==> config.mk <==
export PLATFORM = sky130hd
export DESIGN_NAME = alu_cmd_sequencer
export DESIGN_NICKNAME = d
export VERILOG_FILES = /design/src/rtl/alu_cmd_sequencer.sv
export SDC_FILE = /design/constraint.sdc
export NUM_CORES = 1
export LEC_CHECK = 0
export CAP_MARGIN = 20
export CORE_AREA = 8 8 160 162
export DETAILED_ROUTE_END_ITERATION = 12
export DIE_AREA = 0 0 168 170
export PLACE_DENSITY_LB_ADDON = 0.25
export SLEW_MARGIN = 40
export SYNTH_ARGS = -nofsm -noshare
export SYNTH_HDL_FRONTEND = slang
export SYNTH_SLANG_ARGS = --single-unit
==> constraint.sdc <==
create_clock -name i_clk -period 2.45 [get_ports i_clk]
set_input_delay 0.49 -clock i_clk [delete_from_list [all_inputs] [get_ports i_clk]]
set_output_delay 0.49 -clock i_clk [all_outputs]
set_load 0.01 [all_outputs]
==> src/rtl/alu_cmd_sequencer.sv <==
// Command sequencer for an external LEGv8 ALU: encodes ALUOp/opcode into ALUControl,
// drives registered operands, and returns the captured result over a valid/ready channel.
module alu_cmd_sequencer #(
    parameter int N     = 64,
    parameter int CNT_W = 16
) (
    input  logic             i_clk,
    input  logic             i_rst_n,
    input  logic             i_cmd_valid,
    output logic             o_cmd_ready,
    input  logic [1:0]       i_cmd_aluop,
    input  logic [10:0]      i_cmd_opcode,
    input  logic [N-1:0]     i_cmd_a,
    input  logic [N-1:0]     i_cmd_b,
    output logic [N-1:0]     o_alu_a,
    output logic [N-1:0]     o_alu_b,
    output logic [3:0]       o_alu_ctrl,
    input  logic [N-1:0]     i_alu_result,
    input  logic             i_alu_zero,
    output logic             o_rsp_valid,
    input  logic             i_rsp_ready,
    output logic [N-1:0]     o_rsp_result,
    output logic             o_rsp_zero,
    output logic             o_rsp_err,
    output logic [CNT_W-1:0] o_op_count
);

    typedef enum logic [1:0] {
        S_IDLE = 2'd0,
        S_EXEC = 2'd1,
        S_ERR  = 2'd2,
        S_RESP = 2'd3
    } state_t;

    state_t            r_state;
    state_t            w_state_next;
    logic              r_phase;
    logic [N-1:0]      r_alu_a;
    logic [N-1:0]      r_alu_b;
    logic [3:0]        r_alu_ctrl;
    logic [N-1:0]      r_rsp_result;
    logic              r_rsp_zero;
    logic              r_rsp_err;
    logic [CNT_W-1:0]  r_op_count;
    logic [3:0]        w_code;
    logic              w_illegal;
    logic              w_accept;
    logic              w_busy;

    always_comb begin
        w_code    = 4'b0000;
        w_illegal = 1'b0;
        case (i_cmd_aluop)
            2'b00: w_code = 4'b0010;
            2'b01: w_code = 4'b0111;
            2'b10: begin
                case (i_cmd_opcode)
                    11'b10001011000: w_code = 4'b0010;
                    11'b11001011000: w_code = 4'b0110;
                    11'b10001010000: w_code = 4'b0000;
                    11'b10101010000: w_code = 4'b0001;
                    default:         w_illegal = 1'b1;
                endcase
            end
            default: w_illegal = 1'b1;
        endcase
    end

    // EXEC/ERR last two cycles: one for the ALU to settle on the new operands, one to capture.
    always_comb begin
        w_state_next = r_state;
        w_accept     = 1'b0;
        w_busy       = (r_state == S_EXEC) || (r_state == S_ERR);
        case (r_state)
            S_IDLE: begin
                if (i_cmd_valid) begin
                    w_accept     = 1'b1;
                    w_state_next = w_illegal ? S_ERR : S_EXEC;
                end
            end
            S_EXEC, S_ERR: begin
                if (r_phase) w_state_next = S_RESP;
            end
            S_RESP: begin
                if (i_rsp_ready) w_state_next = S_IDLE;
            end
            default: w_state_next = S_IDLE;
        endcase
    end

    always_ff @(posedge i_clk or negedge i_rst_n) begin
        if (!i_rst_n) begin
            r_state      <= S_IDLE;
            r_phase      <= 1'b0;
            r_alu_a      <= '0;
            r_alu_b      <= '0;
            r_alu_ctrl   <= 4'b0000;
            r_rsp_result <= '0;
            r_rsp_zero   <= 1'b0;
            r_rsp_err    <= 1'b0;
            r_op_count   <= '0;
        end else begin
            r_state <= w_state_next;
            r_phase <= w_busy ? ~r_phase : 1'b0;
            if (w_accept) begin
                r_alu_a    <= i_cmd_a;
                r_alu_b    <= i_cmd_b;
                r_alu_ctrl <= w_illegal ? 4'b0000 : w_code;
            end
            if (r_state == S_EXEC && r_phase) begin
                r_rsp_result <= i_alu_result;
                r_rsp_zero   <= i_alu_zero;
                r_rsp_err    <= 1'b0;
            end
            if (r_state == S_ERR && r_phase) begin
                r_rsp_result <= '0;
                r_rsp_zero   <= 1'b0;
                r_rsp_err    <= 1'b1;
            end
            if (r_state == S_RESP && i_rsp_ready) begin
                r_op_count <= r_op_count + CNT_W'(1);
            end
        end
    end

    assign o_cmd_ready  = (r_state == S_IDLE);
    assign o_rsp_valid  = (r_state == S_RESP);
    assign o_alu_a      = r_alu_a;
    assign o_alu_b      = r_alu_b;
    assign o_alu_ctrl   = r_alu_ctrl;
    assign o_rsp_result = r_rsp_result;
    assign o_rsp_zero   = r_rsp_zero;
    assign o_rsp_err    = r_rsp_err;
    assign o_op_count   = r_op_count;

endmodule
==> run_results.csv, run 1 <==
group,metric,value,unit
status,status,"finished with violations",
status,violations,"hold timing",
worst_setup_path,slowest_stage,"clkdlybuf4s50_1",
worst_setup_path,cp.buffers_inverters,2,
cts,cts_max_level,1,
cts,cts_buffers,25,
sta,rsz0062_at_grt,"no",
placement,portBuffers,424,
yosys,synth_xor_xnor_area_share,1.54,%
worst_setup_path,rrSetupSlack,0.56,ns
yosys,synth_compound_area_share,6.37,%
grt,grt_remaining_overflow,0,
yosys,synth_warnings,0,
sta,skew,0.00591,ns
sta,relSlewSlack,60.0,%
worst_setup_path,r2r_end,"r_state[0]",
sta,finalSetupViolCount,0,
detailed_routing,top_layer,"met4",
cts,cts_hold_buf,0,
sta,maxSlewViolCount,0,
worst_setup_path,cp-end-kind,"primary output",
grt,grt_usage,19.3,%
placement,hpwlAfterDp,21500,µm
floorplanning,dieWidth,168,µm
floorplanning,io_pins,426,
detailed_routing,wire_per_inst,20.2,µm
worst_setup_path,reg2reg_depth,6,
detailed_routing,routed-wl-met3,2890,µm
yosys,synth-seq-cells,216,
yosys,synth_top_area_share,63.2,%
yosys,synth_cell_type_count,39,
floorplanning,num_rows,56,
yosys,synth_area,0.00855,mm²
worst_setup_path,critPathTopFamily,"buffers and inverters",
yosys,syn_inst,662,
sta,period_share,94.7,%
yosys,synth_area_per_cell,12.9,µm²
sta,hold_viol,12,
detailed_routing,antenna_left,0,
grt,grt_pass1_vias,7414,
cells_and_area,postLayoutCellArea,0.0140,mm²
yosys,synth.area.top_cells,"dfrtp_1, mux2_2, mux2_1",
worst_setup_path,cp_cell_sequence,"inv_1, ha_4, clkdlybuf4s50_1",
cts,clockBufferDepth,3,
cells_and_area,num-nets-final,1307,
sta,finalSetupTns,0,ns
detailed_routing,routed_wl,28300,µm
detailed_routing,met1Wirelength,10100,µm
cts,clkSinkCount,216,
worst_setup_path,crit_path_start_kind,"register",
cells_and_area,stdcell_count,1399,
yosys,synth-seq-area-share,63.2,%
sta,fmax,431,MHz
worst_setup_path,crit_arrival,1.83,ns
worst_setup_path,criticalPathCategory,"register to primary output",
floorplanning,dieArea,0.0286,mm²
sta,worst_pin_slew,0.600,ns
cts,cts_tree,"yes",
power_and_ir_drop,power_density,1260,mW/mm²
run,drv_cap,0,
detailed_routing,via_count,6734,
yosys,muxShareOfSynthArea,17.2,%
grt,grt_max_degree,68,
detailed_routing,via_per_inst,4.81,
floorplanning,die_h,170,µm
worst_setup_path,cp.depth,3,
cts,clock_latency,0.51,ns
cts,path_clk_slew,0.06,ns
yosys,synth-adder-area-share,0.732,%
grt,antenna_found_initial,1,
worst_setup_path,crit_start,"r_state[0]",
detailed_routing,drt-pass1-iter-count,4,
floorplanning,core-area,0.0231,mm²
placement,detailed_place.area,0.0132,mm²
sta,hold_ws,-0.0256,ns
hold_path,hold_class,"input port to async pin",
worst_setup_path,slowest_delay,0.56,ns
grt,grt_pass1_wl,43500,µm
cells_and_area,drive_gt1_share,12.7,%
cells_and_area,area_growth,63.7,%
detailed_routing,drc_errors,0,
worst_setup_path,r2r-start,"r_state[0]",
power_and_ir_drop,vdd_drop_max,0.804,mV
power_and_ir_drop,power_leakage,0.00591,µW
sta,setup_ws,0.131,ns
yosys,synth.largest_area_cell,"dfrtp_1",
placement,place_inst,1355,
detailed_routing,wl_met2,14500,µm
yosys,syn_nets,877,
sta,fin_crit,2.32,ns
yosys,synth_top_family_by_area,"multiplexers",
worst_setup_path,critPathCapture,"o_cmd_ready",
cts,cts_root_buf,"clkbuf_16",
placement,gp_congestion,0.788,
power_and_ir_drop,power,17600,µW
worst_setup_path,path_max_fanout,7,
placement,dp_slack,0.317,ns
worst_setup_path,worstPathRequired,1.96,ns
floorplanning,initial_core_util,37.1,%
detailed_routing,initialDrtViolationCount,337,
yosys,synthSimpleGateAreaFrac,7.76,%
sequential cells by signal (all words and copies together) (netlist names):
| name | count |
|---|---|
| r_state | 2 |
| o_op_count | 16 |
| r_phase | 1 |
| o_rsp_err | 1 |
| o_alu_b | 64 |
| o_rsp_zero | 1 |
| o_alu_ctrl | 3 |
| o_alu_a | 64 |
| o_rsp_result | 64 |
logic make-up after synthesis:
| kind of cell | after synthesis |
|---|---|
| DFF | 216 |
| and+or+nand+nor | 149 |
| muxes | 131 |
| AOI/OAI and AO/OA | 88 |
| buffers and inverters | 57 |
| xor gates and xnor gates | 15 |
| adders and majority gates | 5 |
| other | 1 |
power by group:
part	internal, µW	switching [µW]
combinational	4660	3360
clock	2070	1410
sequential	5210	884
routing by layer:
layer / vias up / global-route usage (%)
met4: 0 / 6.91
met3: 47 / 7.97
met1: 3289 / 20.6
li1: 3125 / -
met2: 273 / 34.0
met5: - / 0
cells in the final DEF, fill, tap and decap left out, types with 2 or more instances in the layout:
| cell | Yosys | routed |
|---|---|---|
| clkbuf_16 | 0 | 25 |
| o22ai_1 | 14 | 14 |
| xor2_1 | 5 | 5 |
| dfrtp_1 | 216 | 216 |
| and3_1 | 2 | 2 |
| clkbuf_1 | 16 | 5 |
| ha_1 | 5 | 4 |
| inv_1 | 18 | 18 |
| nor2_1 | 6 | 6 |
| buf_12 | 0 | 8 |
| nor3_1 | 2 | 2 |
| nand4_1 | 4 | 4 |
| a21oi_1 | 51 | 51 |
| xnor2_1 | 10 | 10 |
| or2_1 | 2 | 2 |
| and2_1 | 4 | 2 |
| clkbuf_8 | 0 | 8 |
| nand3_1 | 6 | 6 |
| mux2_1 | 55 | 55 |
| mux2_2 | 75 | 75 |
| clkinv_2 | 0 | 6 |
| nand2b_1 | 3 | 3 |
| clkdlybuf4s50_1 | 0 | 423 |
| nand2_1 | 113 | 113 |
| a2bb2oi_1 | 14 | 14 |
| buf_4 | 8 | 10 |
| a31oi_1 | 2 | 2 |
worst min-delay path by stage:
stage	end	slack (ns)
floorplan	o_alu_a[0]	0.19
global placement	o_rsp_err	0.46
detailed placement	o_op_count[15]	0.47
CTS	o_rsp_result[52]	0.001
global route	o_op_count[14]	0.004
finish	o_op_count[14]	-0.03
area by class of cell:
type | instances | area [µm²]
clock buffer | 37 | 741
sequential | 216 | 5410
inverter | 18 | 67.6
multi-input combinational | 389 | 2900
fill | 1863 | 9060
timing repair buffer | 442 | 4480
clock inverter | 6 | 30.0
antenna | 1 | 2.50
tap | 290 | 363
cells in the mapped netlist:
| library cell | n |
|---|---|
| mux2_1 | 55 |
| nand2b_1 | 3 |
| clkbuf_1 | 16 |
| nor2b_1 | 1 |
| nor4bb_1 | 1 |
| o21a_1 | 1 |
| xor2_1 | 5 |
| mux2_2 | 75 |
| mux2i_1 | 1 |
| a221oi_2 | 1 |
| ha_1 | 5 |
| xnor2_1 | 10 |
| nor4_2 | 1 |
| or2_1 | 2 |
| or4b_4 | 1 |
| nor3_1 | 2 |
| nand2_1 | 113 |
| inv_1 | 18 |
| o21ai_0 | 1 |
| a21o_1 | 1 |
| buf_4 | 8 |
| a31oi_1 | 2 |
| conb_1 | 1 |
| buf_2 | 15 |
| o211ai_2 | 1 |
| nor2_1 | 6 |
| and3_1 | 2 |
| nor3_2 | 1 |
| a2bb2oi_1 | 14 |
| and2_1 | 4 |
| a21oi_1 | 51 |
| nand4_1 | 4 |
| o22ai_1 | 14 |
| a41o_1 | 1 |
| nor4_1 | 1 |
| nand4b_4 | 1 |
| a41oi_1 | 1 |
| nand3_1 | 6 |
| dfrtp_1 | 216 |
through the flow:
step / hold WS, ns / util [%]
after CTS: 0.00128 / 60.6
after floorplan: 0.194 / -
after global placement: 0.462 / 57.3
after global routing: 0.00395 / 60.7
after detailed placement: 0.473 / 57.3
final: -0.0256 / 60.7
timing repair:
item,in CTS,in global routing
resized for setup,1,1
setup endpoints to repair,1,1
setup buffers,0,0
No activity file was read; power rests on OpenSTA's default activity.
==> run 2, diff against run 1 <==
- CTS_CLUSTER_DIAMETER: unset -> 60
==> run 2 against run 1 <==
Net effect: first-iteration DRC count rose by 4.7%; flip-flop and latch count did not move; sequential power barely moved; the flow now finishes without violations; via count fell by 0.13%; die area did not move; final area rose by 0.44%; count of clock-buffer cells in the layout rose by 2; clock power rose by 6.0%; worst setup slack got worse by 0.0081 ns; clock skew rose by 0.013 ns.
==> run_results.csv, run 2 (same netlist as run 1, synthesis figures left out) <==
group,metric,value,unit
status,status,"completed",
sta,rsz0062_at_grt,"no",
cts,clock_latency,0.51,ns
worst_setup_path,crit_path_start_kind,"register",
cts,path_clk_slew,0.06,ns
floorplanning,die_h,170,µm
worst_setup_path,criticalPathCategory,"register to primary output",
cts,cts_root_buf,"clkbuf_16",
cells_and_area,nFillCells,1854,
power_and_ir_drop,power_leakage,0.00593,µW
detailed_routing,wire_per_inst,20.1,µm
cells_and_area,utilization,60.9,%
cells_and_area,drive_gt1_share,12.6,%
sta,hold_ws,0.477,ns
floorplanning,initial_core_util,37.1,%
detailed_routing,via_count,6725,
sta,period_share,95.0,%
cells_and_area,multi_input_area,0.00290,mm²
power_and_ir_drop,power,17800,µW
hold_path,hold_class,"register to register",
worst_setup_path,slowest_delay,0.56,ns
sta,relSlewSlack,60.5,%
grt,grt_pass1_vias,7420,
sta,fmax,430,MHz
placement,gp_congestion,0.788,
placement,hpwlAfterDp,21500,µm
detailed_routing,routed_wl,28200,µm
cts,cts_buffers,26,
sta,worst_pin_slew,0.593,ns
grt,grt_pass1_wl,43600,µm
worst_setup_path,critPathTopFamily,"buffers and inverters",
grt,antenna_found_initial,1,
worst_setup_path,cp_cell_sequence,"inv_1, ha_4, clkdlybuf4s50_1",
grt,grt_max_degree,68,
cts,cts_tree,"yes",
floorplanning,io_pins,426,
grt,grt_remaining_overflow,0,
sta,maxSlewViolCount,0,
cells_and_area,layout_commonest_cell,"clkdlybuf4s50_1",
placement,portBuffers,424,
floorplanning,num_rows,56,
sta,hold_viol,0,
sta,finalSetupTns,0,ns
worst_setup_path,slowest_stage,"clkdlybuf4s50_1",
cells_and_area,area_growth,64.4,%
sta,fin_crit,2.33,ns
cells_and_area,num-nets-final,1309,
detailed_routing,antenna_left,0,
power_and_ir_drop,vdd_drop_max,0.800,mV
floorplanning,core-area,0.0231,mm²
run,drv_cap,0,
sta,skew,0.0186,ns
worst_setup_path,crit_arrival,1.84,ns
detailed_routing,drc_errors,0,
worst_setup_path,worstPathRequired,1.96,ns
detailed_routing,via_per_inst,4.79,
cells_and_area,final_cell_mix,"clkdlybuf4s50_1, dfrtp_1, nand2_1",
cts,clkSinkCount,216,
floorplanning,dieArea,0.0286,mm²
floorplanning,dieWidth,168,µm
cts,clockBufferDepth,3,
worst_setup_path,path_max_fanout,7,
sta,finalSetupViolCount,0,
detailed_routing,initialDrtViolationCount,353,
cells_and_area,regArea,0.00541,mm²
worst_setup_path,cp.buffers_inverters,2,
cts,cts_max_level,1,
detailed_routing,drt-pass1-iter-count,4,
worst_setup_path,cp-end-kind,"primary output",
power_and_ir_drop,power_density,1270,mW/mm²
grt,grt_usage,19.4,%
==> run 2: final timing paths <==
kind	startpoint	endpoint	slack, ns	depth (start not counted)
max in group asynchronous	i_rst_n	o_alu_a[6]	1.18	3
max	r_state[0]	o_cmd_ready	0.12	3
min	o_op_count[15]	o_op_count[15]	0.48	1
min reg2reg	o_op_count[15]	o_op_count[15]	0.48	1
max reg2reg	r_state[0]	r_state[0]	0.56	6
min in group asynchronous	i_rst_n	o_op_count[14]	0.54	2
==> run 2: worst register-to-register path: stages (launching register included) <==
cell and delay, ns:
dfrtp_1 0.40, inv_1 0.15, ha_4 0.23, nor2b_1 0.15
a221oi_2 0.35, mux2_1 0.37, a41oi_1 0.16
==> run 2: area by class of cell <==
type	instances	share of cell area, %
antenna	1	0.0178
clock buffer	39	5.34
clock inverter	7	0.508
inverter	18	0.481
multi-input combinational	389	20.6
sequential	216	38.5
tap	290	2.58
timing repair buffer	443	32.0
==> run 2: what timing repair did <==
action	CTS	global route
resized for setup	1	1
gates cloned	0	0
pin swaps	0	0
hold buffers	1	0
setup buffers	0	0
endpoints found under the setup margin	1	1
endpoints found under the hold margin	14	0
==> run 2: per-stage QoR <==
| stage | instances | area (µm²) | setup slack, ns |
|---|---|---|---|
| detailed placement | 1355 | 13200 | 0.317 |
| finish | 1403 | 14000 | 0.123 |
| floorplan | 662 | 8550 | 0.628 |
| global placement | 1355 | 13200 | 0.364 |
| CTS | 1402 | 14000 | 0.0393 |
| global route | 1403 | 14000 | 0.0259 |
==> run 2: power by group <==
part           internal (µW)  leakage, µW  switching [µW]
clock network           2220     0.000404            1470
logic                   4660      0.00290            3370
registers               5210      0.00262             881
==> run 2: layer usage <==
layer	part of all wire (%)	vias up	track usage (%)
li1	-	3139	-
met1	36	3249	20.7
met2	51	283	34.1
met3	11	54	7.92
met4	3.1	0	7.10
met5	0	-	0
